**config.mk**
```make
export PLATFORM = sky130hd
export DESIGN_NAME = pump_pwm_generator
export DESIGN_NICKNAME = d
export VERILOG_FILES = /design/src/rtl/filter_pkg.sv /design/src/rtl/pwm_channel.sv /design/src/rtl/pump_pwm_generator.sv
export SDC_FILE = /design/constraint.sdc
export NUM_CORES = 1
export LEC_CHECK = 0
export CAP_MARGIN = 30
export CORE_ASPECT_RATIO = 1.25
export CORE_UTILIZATION = 45
export DETAILED_ROUTE_END_ITERATION = 6
export GPL_TIMING_DRIVEN = 0
export PLACE_DENSITY = 0.64
export SKIP_LAST_GASP = 1
export SYNTH_ARGS = -nofsm -noshare
export SYNTH_HDL_FRONTEND = slang
export SYNTH_SLANG_ARGS = --single-unit
```
**constraint.sdc**
```tcl
create_clock -name clk -period 9.8 [get_ports clk]
set_clock_uncertainty 0.2 [all_clocks]
set_input_delay 1.96 -clock clk [delete_from_list [all_inputs] [get_ports clk]]
set_output_delay 1.96 -clock clk [all_outputs]
set_load 0.03 [all_outputs]
```
**src/rtl/filter_pkg.sv**
```systemverilog
// Shared types and constants for the filtration pump control path.
// The ramp helper is used by every PWM channel to slew applied duty toward its target.
package filter_pkg;

  typedef logic [7:0] duty_t;

  localparam duty_t PWM_MAX  = 8'd230;
  localparam duty_t PWM_MIN  = 8'd77;
  localparam duty_t PWM_FULL = 8'd255;

  localparam logic [7:0] STEP_LAST = 8'd254;

  // Differences are taken 9 bits wide so target/applied near the rails never wrap.
  function automatic duty_t ramp_next(input duty_t applied, input duty_t target,
                                      input logic [8:0] step, input logic down_immediate);
    logic [8:0] delta;
    duty_t      move;
    delta     = '0;
    move      = '0;
    ramp_next = target;
    if (step == 9'd0) begin
      ramp_next = target;
    end else if (target >= applied) begin
      delta     = {1'b0, target} - {1'b0, applied};
      move      = (step < delta) ? duty_t'(step) : duty_t'(delta);
      ramp_next = applied + move;
    end else if (!down_immediate) begin
      delta     = {1'b0, applied} - {1'b0, target};
      move      = (step < delta) ? duty_t'(step) : duty_t'(delta);
      ramp_next = applied - move;
    end
  endfunction

endpackage

```
**src/rtl/pwm_channel.sv**
```systemverilog
// One PWM channel: period-sampled target, soft-start ramp on the applied duty,
// and a registered compare against the shared step counter.
module pwm_channel
  import filter_pkg::*;
#(
  parameter int RAMP_STEP           = 5,
  parameter bit RAMP_DOWN_IMMEDIATE = 1'b1
) (
  input  logic       clk,
  input  logic       reset_n,
  input  logic       enable,
  input  logic       boundary,
  input  logic [7:0] step_cnt,
  input  duty_t      duty_cmd,
  output logic       pwm_out,
  output duty_t      applied_duty,
  output logic       at_target
);

  localparam logic [8:0] STEP_CLAMP = (RAMP_STEP > 255) ? 9'd255 : 9'(RAMP_STEP);

  duty_t target_q;

  // Disable clears both duties at once, even if it coincides with a boundary.
  always_ff @(posedge clk or negedge reset_n) begin
    if (!reset_n) begin
      target_q     <= '0;
      applied_duty <= '0;
    end else if (!enable) begin
      target_q     <= '0;
      applied_duty <= '0;
    end else if (boundary) begin
      target_q     <= duty_cmd;
      applied_duty <= ramp_next(applied_duty, duty_cmd, STEP_CLAMP, RAMP_DOWN_IMMEDIATE);
    end
  end

  always_ff @(posedge clk or negedge reset_n) begin
    if (!reset_n) begin
      pwm_out <= 1'b0;
    end else begin
      pwm_out <= enable && (step_cnt < applied_duty);
    end
  end

  assign at_target = (applied_duty == target_q);

endmodule

```
**src/rtl/pump_pwm_generator.sv**
```systemverilog
// Dual-channel pump PWM: shared prescaler/step timebase with a period_start pulse,
// feeding one pwm_channel per pump.
module pump_pwm_generator
  import filter_pkg::*;
#(
  parameter int unsigned PRESCALE_CYCLES     = 8,
  parameter int          RAMP_STEP           = 5,
  parameter bit          RAMP_DOWN_IMMEDIATE = 1'b1
) (
  input  logic  clk,
  input  logic  reset_n,
  input  logic  pwm_enable,
  input  duty_t pwm_duty_a,
  input  duty_t pwm_duty_b,
  output logic  pwm_out_a,
  output logic  pwm_out_b,
  output duty_t applied_duty_a,
  output duty_t applied_duty_b,
  output logic  at_target_a,
  output logic  at_target_b,
  output logic  period_start
);

  localparam int PRESC_W = (PRESCALE_CYCLES > 1) ? $clog2(PRESCALE_CYCLES) : 1;
  localparam logic [PRESC_W-1:0] PRESC_LAST = PRESC_W'(PRESCALE_CYCLES - 1);

  logic [PRESC_W-1:0] presc_cnt;
  logic [7:0]         step_cnt;
  logic               presc_wrap;
  logic               boundary;

  assign presc_wrap = (presc_cnt == PRESC_LAST);
  assign boundary   = presc_wrap && (step_cnt == STEP_LAST);

  // The timebase free-runs regardless of pwm_enable so re-enable lands on a clean period.
  always_ff @(posedge clk or negedge reset_n) begin
    if (!reset_n) begin
      presc_cnt    <= '0;
      step_cnt     <= '0;
      period_start <= 1'b0;
    end else begin
      period_start <= boundary;
      if (presc_wrap) begin
        presc_cnt <= '0;
        step_cnt  <= boundary ? 8'd0 : step_cnt + 8'd1;
      end else begin
        presc_cnt <= presc_cnt + 1'b1;
      end
    end
  end

  pwm_channel #(
    .RAMP_STEP          (RAMP_STEP),
    .RAMP_DOWN_IMMEDIATE(RAMP_DOWN_IMMEDIATE)
  ) u_chan_a (
    .clk         (clk),
    .reset_n     (reset_n),
    .enable      (pwm_enable),
    .boundary    (boundary),
    .step_cnt    (step_cnt),
    .duty_cmd    (pwm_duty_a),
    .pwm_out     (pwm_out_a),
    .applied_duty(applied_duty_a),
    .at_target   (at_target_a)
  );

  pwm_channel #(
    .RAMP_STEP          (RAMP_STEP),
    .RAMP_DOWN_IMMEDIATE(RAMP_DOWN_IMMEDIATE)
  ) u_chan_b (
    .clk         (clk),
    .reset_n     (reset_n),
    .enable      (pwm_enable),
    .boundary    (boundary),
    .step_cnt    (step_cnt),
    .duty_cmd    (pwm_duty_b),
    .pwm_out     (pwm_out_b),
    .applied_duty(applied_duty_b),
    .at_target   (at_target_b)
  );

endmodule
```
==> results_dict.tcl, run 1 <==
set metrics [dict create \
    cts_buffers 5 \
    maxSlewViolCount 0 \
    finalWirelength_um 10200 \
    height_of_the_die_um 106 \
    cp-startpoint "pwm_duty_b[0]" \
    reg2regPathDepth 16 \
    synth-seq-area-share 0.295 \
    timing.critical_path.from_type "primary input" \
    worst_slew_margin_rel 0.619 \
    fillCellCount 770 \
    cts_tree "built" \
    fmaxAchievable_ghz 0.160 \
    cpLargestDelayFamily "compound AO/OA/AOI/OAI gates" \
    synthesis.instances 443 \
    timing.rr.end "u_chan_b.applied_duty[7]" \
    drt.antenna.violating_nets 0 \
    peakVddDrop_uv 70.8 \
    track_usage 0.238 \
    route.detailed.vias_per_inst 5.80 \
    h-tree-depth 2 \
    die_width_um 85.3 \
    layout_setup_ws_ns 3.55 \
    synth.distinct_cells 55 \
    gr-total-overflow 0 \
    worst_path_largest_cell_delay_ns 0.50 \
    end_kind "flip-flop" \
    std_cell_rows 37 \
    remaining_drc_errors 0 \
    starting_density 0.468 \
    synth_area_per_cell_sq_um 8.80 \
    path_max_fanout 4 \
    grt_pass1_vias 3454 \
    synth.cell_area_sq_um 3900 \
    sequential_cell_area_sq_um 1150 \
    post_cts_hold_buffer_count 0 \
    route.detailed.wl_per_inst_um 17.1 \
    globalplace.congestion 0.940 \
    design.core.area_sq_um 8330 \
    synth-edff-count 0 \
    numClockSinks 46 \
    clock_tree.buffer_depth 2 \
    critical_path_cell_count 18 \
    cellLeakagePower_nw 1.84 \
    worst-setup-path-type "in2reg" \
    grt_start_max_net_pins 29 \
    async_flop_share 1.00 \
    post_cts_resize_count 0 \
    crit_buf_inv 3 \
    num-nets-final 569 \
    layout-area-overhead-vs-synth_pct 16.8 \
    period_needed_ns 6.25 \
    regToRegSetupSlack_ns 5.19 \
    synth.ff_latch_count 46 \
    io_pins 40 \
    whs_ns 0.231 \
    report.final.hold_viol_count 0 \
    period_share 0.638 \
    critical_path_arrival_ns 6.23 \
    crit_slowest_cell "o41ai_1" \
    synthFlopType "dfrtp_1" \
    clk_transition_reported_paths_ns 0.08 \
    dp_slack_ns 3.29 \
    worstSetupEndpoint "u_chan_b.applied_duty[7]" \
    count_of_tritonroute_iterations_in_the_first_routing_pass 4 \
    outcome "completed" \
    layout-drive-gt1-share 0.0523 \
    number_of_warning_messages_in_the_yosys_log 0 \
    insertedDiodeCount 0 \
    grt_antenna_before_repair 0 \
    initialDrtViolationCount 142 \
    max_cap_check_violation_count 0 \
    hold_path.startpoint "presc_cnt[0]" \
    path_cells "clkdlybuf4s50_1, inv_1, ha_1, inv_1, fa_1, a21o_1, a211oi_1, nor2_1, a2111oi_0, o2111a_1, and2_1, ha_1, a21oi_1, o211ai_1, o41ai_1, or3_1, a21oi_1, o31a_1" \
    required_time_at_the_worst_slack_endpoint_ns 9.78 \
    setup_violations 0 \
    worst-slew-pin-transition_ns 0.564 \
    io_buffer_count 38 \
    post_cts_buffers 0 \
    grt_setup_unrepaired "false" \
    multi_input_area_sq_um 2600 \
    critical_path.reg2reg.startpoint "u_chan_b.applied_duty[0]" \
    worstHoldPathType "reg2reg" \
    clk_latency_ns 0.30 \
    grt_pass1_wl_um 17000 \
    final.setup.tns_ns 0 \
    clock-root-buffer "clkbuf_8" \
    power.density_nw_per_um2 85.6 \
    totalPowerFinal_mw 0.390 \
    via_count 3446 \
    detailed_place_hpwl_um 8050 \
    die_area_sq_um 9040 \
]
## where the power goes
| group | leakage, nW | total, mW | switching, mW | internal (mW) |
|---|---|---|---|---|
| Sequential | 0.628 | 0.190 | 0.000000000000000107 | 0.190 |
| Combinational | 1.16 | 0.0588 | 0.0336 | 0.0252 |
| Clock | 0.0514 | 0.141 | 0.0650 | 0.0761 |
## worst min path at each step
| stage | end | depth (start not counted) |
|---|---|---|
| final | presc_cnt[0] | 1 |
| after global routing | presc_cnt[0] | 1 |
| after CTS | presc_cnt[0] | 1 |
| after detailed placement | presc_cnt[0] | 1 |
| after global placement | presc_cnt[0] | 1 |
| after floorplan | presc_cnt[0] | 1 |
## cell type report
type / count / share of cell area
plain buffers: 17 / 0.0173
clock buffers: 6 / 0.0159
clock inverters: 2 / 0.00825
inverters: 25 / 0.0206
multi-input cells: 362 / 0.571
flip-flops and latches: 46 / 0.253
well taps: 97 / 0.0267
repair buffers: 39 / 0.0869
## metrics by stage
step / instances / instance area [sq um] / util
after floorplan: 450 / 3930 / -
after global placement: 585 / 4430 / 0.531
after detailed placement: 586 / 4440 / 0.533
after CTS: 594 / 4550 / 0.546
after global routing: 594 / 4550 / 0.546
final: 594 / 4550 / 0.546
## placed cells by master (no fill, tap or decap), types with 7 or more instances in the layout
master | Yosys | routed
buf_2 | 6 | 7
nand4_1 | 11 | 11
clkdlybuf4s50_1 | 0 | 37
dfrtp_1 | 46 | 46
a211oi_1 | 11 | 11
inv_1 | 24 | 24
ha_1 | 50 | 50
xnor2_1 | 25 | 25
conb_1 | 1 | 8
a21o_1 | 8 | 8
o21a_1 | 7 | 7
nand2_1 | 45 | 45
a21boi_1 | 17 | 17
nor4_1 | 8 | 8
a21oi_1 | 25 | 25
clkbuf_1 | 9 | 10
nand3_1 | 8 | 8
o21ai_0 | 28 | 28
nor2_1 | 30 | 30
## Yosys cell counts, types with 2 or more instances
library cell / count / area share
o21ai_0: 28 / 0.036
nor2b_1: 5 / 0.0080
or2_2: 2 / 0.0032
a211oi_2: 2 / 0.0064
nand3_1: 8 / 0.010
nand2b_1: 5 / 0.0080
fa_1: 4 / 0.021
or2_1: 2 / 0.0032
a31oi_1: 5 / 0.0080
or3_1: 6 / 0.0096
nor3_1: 4 / 0.0051
o21ai_1: 4 / 0.0051
o21bai_1: 3 / 0.0058
mux2i_1: 5 / 0.013
o21a_1: 7 / 0.013
xor2_1: 6 / 0.013
xnor2_1: 25 / 0.056
a311oi_2: 2 / 0.0077
a21o_1: 8 / 0.015
and2_1: 2 / 0.0032
nand2_1: 45 / 0.043
nor2_1: 30 / 0.029
dfrtp_1: 46 / 0.30
o211ai_1: 2 / 0.0038
nand3b_1: 3 / 0.0058
a21boi_1: 17 / 0.033
o31a_1: 3 / 0.0067
ha_1: 50 / 0.16
inv_1: 24 / 0.023
nor4_1: 8 / 0.013
buf_2: 6 / 0.0077
a21oi_1: 25 / 0.032
a211oi_1: 11 / 0.021
clkbuf_1: 9 / 0.0087
nand4_1: 11 / 0.018
## cell families (layout without fill, tap and decap cells)
kind of cell    after synthesis  in the layout  synth area share
compound gates              126            126             0.221
mux                           7              7            0.0186
xor+xnor                     31             31            0.0696
other cells                   1              8          0.000962
buf+inv                      42             89            0.0443
fa+ha+maj                    54             54             0.181
simple gates                136            136             0.169
flops                        46             46             0.295
## flip-flops by register name, summed over array words and instances, names as in the netlist
signal,count
step_cnt,8
u_chan_a.pwm_out,1
u_chan_a.target_q,8
u_chan_b.applied_duty,8
presc_cnt,3
u_chan_b.target_q,8
u_chan_b.pwm_out,1
period_start,1
u_chan_a.applied_duty,8
## metal layers
| layer | share of wire | global-route usage |
|---|---|---|
| met2 | 0.50 | 0.423 |
| met3 | 0.039 | 0.0179 |
| met5 | 0 | 0 |
| met4 | 0.039 | 0.102 |
| met1 | 0.42 | 0.295 |
## worst reg2reg max path, cell delays in order, from the launching register on
cell and delay (ns):
dfrtp_1 0.52, ha_1 0.20, inv_1 0.04, fa_1 0.40, a21o_1 0.22, a211oi_1 0.24
nor2_1 0.06, a2111oi_0 0.37, o2111a_1 0.34, and2_1 0.15, ha_1 0.22, a21oi_1 0.31
o211ai_1 0.18, o41ai_1 0.50, or3_1 0.19, a21oi_1 0.06, o31a_1 0.30
No activity file was read; power rests on OpenSTA's default activity.
==> run 2, diff against run 1 <==
--- a/config.mk
+++ b/config.mk
@@ -10,7 +10,7 @@
 export CORE_UTILIZATION = 45
 export DETAILED_ROUTE_END_ITERATION = 6
 export GPL_TIMING_DRIVEN = 0
-export PLACE_DENSITY = 0.64
+export PLACE_DENSITY = 0.66
 export SKIP_LAST_GASP = 1
 export SYNTH_ARGS = -nofsm -noshare
 export SYNTH_HDL_FRONTEND = slang
==> constraint.sdc (replaced) <==
create_clock -name clk -period 5.7 [get_ports clk]
set_clock_uncertainty 0.2 [all_clocks]
set_input_delay 1.14 -clock clk [delete_from_list [all_inputs] [get_ports clk]]
set_output_delay 1.14 -clock clk [all_outputs]
set_load 0.03 [all_outputs]
==> run 2 against run 1 <==
  * Sequential share of layout area is essentially flat
  * Non-clock buffer count is the same
  * Sequential cell count is the same
  * Setup slack lost 3.2 ns
  * Sequential power grew 72%
  * Count of clock-buffer cells in the layout grew 1
  * Critical path depth is the same
  * Total power grew 71%
  * Hold slack gained 0.0097 ns
  * Wire length shrank 1.5%
  * Core utilization is essentially flat
  * Combinational power grew 72%
==> results_dict.tcl, run 2 (synthesis gave the netlist of run 1 again) <==
set metrics [dict create \
    outcome "completed" \
    fmaxAchievable_ghz 0.187 \
    insertedDiodeCount 0 \
    worst-setup-path-type "in2reg" \
    path_cells "clkdlybuf4s50_1, inv_1, ha_1, inv_1, fa_1, a21o_1, a211oi_1, nor2_1, a2111oi_0, o2111a_1, and2_1, ha_1, a21oi_1, o211ai_1, o41ai_1, or3_1, a21oi_1, o31a_1" \
    reg2regPathDepth 16 \
    timing.hold.worst_path_depth 1 \
    power.density_nw_per_um2 147 \
    period_needed_ns 5.33 \
    gr-total-overflow 0 \
    post_cts_resize_count 0 \
    via_count 3407 \
    drt.antenna.violating_nets 0 \
    route.detailed.wl_per_inst_um 16.9 \
    io_pins 40 \
    count_of_tritonroute_iterations_in_the_first_routing_pass 4 \
    fillCellCount 776 \
    peakVddDrop_uv 91.7 \
    detailed_place.area_sq_um 4440 \
    whs_ns 0.240 \
    required_time_at_the_worst_slack_endpoint_ns 5.70 \
    layout_setup_ws_ns 0.367 \
    regToRegSetupSlack_ns 1.19 \
    crit_buf_inv 3 \
    cts_tree "built" \
    worstHoldPathType "reg2reg" \
    period_share 0.936 \
    dp_slack_ns 0.0515 \
    maxSlewViolCount 0 \
    io_buffer_count 38 \
    setup_violations 0 \
    worst-slew-pin-transition_ns 0.561 \
    die_width_um 85.3 \
    starting_density 0.468 \
    final_core_util 0.546 \
    grt_setup_unrepaired "false" \
    post_cts_hold_buffer_count 0 \
    std_cell_rows 37 \
    design.core.area_sq_um 8330 \
    post_cts_buffers 0 \
    grt_pass1_wl_um 17000 \
    finalWirelength_um 10000 \
    route.detailed.vias_per_inst 5.74 \
    grt_antenna_before_repair 0 \
    grt_start_max_net_pins 38 \
    place_inst 586 \
    track_usage 0.241 \
    clock-root-buffer "clkbuf_8" \
    worst_slew_margin_rel 0.626 \
    critical_path.reg2reg.startpoint "u_chan_b.applied_duty[0]" \
    timing.critical_path.from_type "primary input" \
    timing.rr.end "u_chan_b.applied_duty[7]" \
    die_area_sq_um 9040 \
    numClockSinks 46 \
    layout.cells.most_common "ha_1" \
    globalplace.congestion 0.918 \
    report.final.hold_viol_count 0 \
    num-nets-final 569 \
    height_of_the_die_um 106 \
    max_cap_check_violation_count 0 \
    finish.instance_area_sq_um 4550 \
    detailed_place_hpwl_um 7900 \
    layout-drive-gt1-share 0.0503 \
    crit_slowest_cell "clkdlybuf4s50_1" \
    end_kind "flip-flop" \
    instances_no_fill 594 \
    totalPowerFinal_mw 0.668 \
    grt_pass1_vias 3452 \
    hold_path.startpoint "presc_cnt[0]" \
    clk_transition_reported_paths_ns 0.08 \
    cts_buffers 5 \
    cpLargestDelayFamily "compound AO/OA/AOI/OAI gates" \
    cellLeakagePower_nw 1.84 \
    clock_tree.buffer_depth 2 \
    worst_hold_path.endpoint "presc_cnt[0]" \
    critical_path_arrival_ns 5.33 \
    final.setup.tns_ns 0 \
    initialDrtViolationCount 204 \
    layout-area-overhead-vs-synth_pct 16.7 \
    worst_path_largest_cell_delay_ns 0.45 \
    h-tree-depth 2 \
    clk_latency_ns 0.31 \
    layout_common_cells "ha_1, dfrtp_1, nand2_1" \
    path_max_fanout 4 \
    remaining_drc_errors 0 \
]
[run 2: cell types whose count changed in the layout (fill, tap and decap cells not counted), sizes merged]
cell,before,now
clkbuf,15,16
clkinvlp,1,0
[run 2: worst max-delay path by stage]
| stage | startpoint | end | slack, ns | depth (start not counted) |
|---|---|---|---|---|
| after floorplan | pwm_duty_b[0] | u_chan_b.applied_duty[6] | 1.15 | 19 |
| after global placement | pwm_duty_b[0] | u_chan_b.applied_duty[7] | 0.14 | 18 |
| after detailed placement | pwm_duty_b[0] | u_chan_b.applied_duty[7] | 0.05 | 18 |
| after CTS | pwm_duty_b[0] | u_chan_b.applied_duty[7] | 0.40 | 18 |
| after global routing | pwm_duty_b[0] | u_chan_b.applied_duty[7] | 0.15 | 18 |
| final | pwm_duty_b[0] | u_chan_b.applied_duty[7] | 0.37 | 18 |
[run 2: final cells by class]
class                   count  area [sq um]  share of cell area
clock buffers               7          76.3              0.0168
clock inverters             1          30.0             0.00660
inverters                  25          93.8              0.0206
flip-flops and latches     46          1150               0.253
multi-input cells         362          2600               0.572
well taps                  97           121              0.0267
plain buffers              17          78.8              0.0173
repair buffers             39           395              0.0869
[run 2: per-layer routing]
metal  vias up  track usage  wire length, um
met5         -            0                0
met4         0       0.0810              225
met3        13       0.0272              373
met2        91        0.442             5060
met1      1619        0.292             4360
li1       1684            -                -
[run 2: worst register-to-register path: cells and delay by family, from the launching register on]
kind,cells,cell delay (ns)
AOI/OAI and AO/OA,9,2.41
adders and majority gates,3,0.84
buffers and inverters,1,0.05
DFF,1,0.51
and+or+nand+nor,3,0.38
[run 2: power breakdown]
group	internal [mW]	switching (mW)	leakage [nW]	total, mW
combinational	0.0434	0.0572	1.16	0.101
sequential	0.326	0.000000000000000176	0.628	0.326
clock	0.131	0.110	0.0524	0.241
total	0.501	0.167	1.84	0.668
==> run 3, diff against run 2 <==
--- a/config.mk
+++ b/config.mk
@@ -5,11 +5,12 @@
 export SDC_FILE = /design/constraint.sdc
 export NUM_CORES = 1
 export LEC_CHECK = 0
-export CAP_MARGIN = 30
+export CAP_MARGIN = 20
 export CORE_ASPECT_RATIO = 1.25
 export CORE_UTILIZATION = 45
 export DETAILED_ROUTE_END_ITERATION = 6
 export GPL_TIMING_DRIVEN = 0
+export MAX_ROUTING_LAYER = met4
 export PLACE_DENSITY = 0.66
 export SKIP_LAST_GASP = 1
 export SYNTH_ARGS = -nofsm -noshare
==> run 3 against run 2 <==
  * Critical endpoint unchanged
  * Wire length is 2.6% higher
  * Combinational power hardly changed
  * Register-to-register slack gained 0.03 ns
  * Highest routed layer unchanged
  * Sequential cell count stayed put
  * Critical path depth unchanged
  * Setup slack better by 0.056 ns
  * Sequential power about the same
  * Final cell count stayed put
==> results_dict.tcl, run 3 (synthesis gave the netlist of run 1 again) <==
set metrics [dict create \
    period_needed_ns 5.28 \
    grt_antenna_before_repair 0 \
    fmaxAchievable_ghz 0.189 \
    num-nets-final 569 \
    starting_density 0.468 \
    period_share 0.926 \
    cellLeakagePower_nw 1.83 \
    dp_slack_ns 0.0693 \
    std_cell_rows 37 \
    clock-root-buffer "clkbuf_8" \
    worst-slew-pin-transition_ns 0.574 \
    instances_no_fill 594 \
    clk_transition_reported_paths_ns 0.09 \
    track_usage 0.247 \
    layout.cells.most_common "ha_1" \
    io_pins 40 \
    grt_setup_unrepaired "false" \
    clock_tree.buffer_depth 2 \
    gr-total-overflow 0 \
    design.core.area_sq_um 8330 \
    grt_start_max_net_pins 37 \
    worst_slew_margin_rel 0.617 \
    multi_input_area_sq_um 2600 \
    report.final.hold_viol_count 0 \
    post_cts_buffers 0 \
    height_of_the_die_um 106 \
    timing.critical_path.from_type "primary input" \
    via_count 3488 \
    outcome "completed" \
    max_cap_check_violation_count 0 \
    route.detailed.wl_per_inst_um 17.3 \
    grt_pass1_vias 3442 \
    setup_violations 0 \
    fillCellCount 797 \
    post_cts_resize_count 0 \
    numClockSinks 46 \
    place_inst 586 \
    count_of_tritonroute_iterations_in_the_first_routing_pass 4 \
    initialDrtViolationCount 161 \
    clk_latency_ns 0.31 \
    path_max_fanout 4 \
    sequential_cell_area_sq_um 1150 \
    layout-drive-gt1-share 0.0543 \
    worst-setup-path-type "in2reg" \
    die_area_sq_um 9040 \
    worstHoldPathType "reg2reg" \
    worst_path_largest_cell_delay_ns 0.46 \
    io_buffer_count 38 \
    required_time_at_the_worst_slack_endpoint_ns 5.70 \
    regToRegSetupSlack_ns 1.22 \
    layout_setup_ws_ns 0.423 \
    critical_path_arrival_ns 5.28 \
    final.setup.tns_ns 0 \
    die_width_um 85.3 \
    cts_tree "built" \
    maxSlewViolCount 0 \
    h-tree-depth 2 \
    route.detailed.vias_per_inst 5.87 \
    finalWirelength_um 10300 \
    grt_pass1_wl_um 17000 \
    post_cts_hold_buffer_count 0 \
    path_cells "clkdlybuf4s50_1, inv_1, ha_1, inv_1, fa_1, a21o_1, a211oi_1, nor2_1, a2111oi_0, o2111a_1, and2_1, ha_1, a21oi_1, o211ai_1, o41ai_1, or3_1, a21oi_1, o31a_1" \
    end_kind "flip-flop" \
    insertedDiodeCount 0 \
    drt.antenna.violating_nets 0 \
    peakVddDrop_uv 104 \
    layout_common_cells "ha_1, dfrtp_1, nand2_1" \
    layout-area-overhead-vs-synth_pct 16.4 \
    cts_buffers 5 \
    power.density_nw_per_um2 141 \
    remaining_drc_errors 0 \
    crit_slowest_cell "o41ai_1" \
    detailed_place_hpwl_um 7980 \
    globalplace.congestion 0.934 \
]
## run 3: changes by cell type in the layout (fill, tap and decap cells not counted), sizes merged
cell	previous run	this run
bufinv	1	0
clkbuf	16	15
clkinv	0	1
clkinvlp	0	1
## run 3: layout make-up
type / count / share of cell area
buffer: 17 / 0.0174
clock buffer: 6 / 0.0182
clock inverter: 2 / 0.00276
inverter: 25 / 0.0207
multi-input combinational: 362 / 0.573
sequential: 46 / 0.254
tap: 97 / 0.0268
timing repair buffer: 39 / 0.0871
## run 3: layer usage
layer,track usage,part of all wire,vias to the layer above
li1,-,-,1695
met1,0.295,0.44,1667
met2,0.435,0.50,98
met3,0.0171,0.034,28
met4,0.0952,0.033,0
met5,-,0,-
## run 3: critical path: cells and delay by family
family	cells	cell delay, ns
adders and majority gates	3	0.77
and+or+nand+nor	3	0.40
AOI/OAI and AO/OA	9	2.35
buffers and inverters	3	0.60
## run 3: per-stage QoR
step                      power [mW]  cell area [sq um]  hold WS (ns)   util
after global routing           0.666               4540         0.272  0.544
after detailed placement       0.433               4440         0.241  0.533
final                          0.640               4540         0.245  0.544
after CTS                      0.642               4540         0.252  0.544
after global placement         0.430               4430         0.216  0.531
after floorplan                0.393               3930         0.203      -
## run 3: path summary, 6_finish.rpt
kind,depth (start not counted),start,end
max reg2reg,16,u_chan_b.applied_duty[0],u_chan_b.applied_duty[7]
min,1,presc_cnt[0],presc_cnt[0]
min reg2reg,1,presc_cnt[0],presc_cnt[0]
max,18,pwm_duty_b[0],u_chan_b.applied_duty[7]
min in group asynchronous,1,reset_n,u_chan_b.target_q[0]
max in group asynchronous,2,reset_n,u_chan_a.pwm_out
## run 3: where the power goes
group	internal, mW	switching (mW)	leakage, nW	total, mW
Clock	0.0977	0.115	0.0472	0.213
Combinational	0.0434	0.0581	1.16	0.101
Sequential	0.326	0.000000000000000180	0.628	0.326
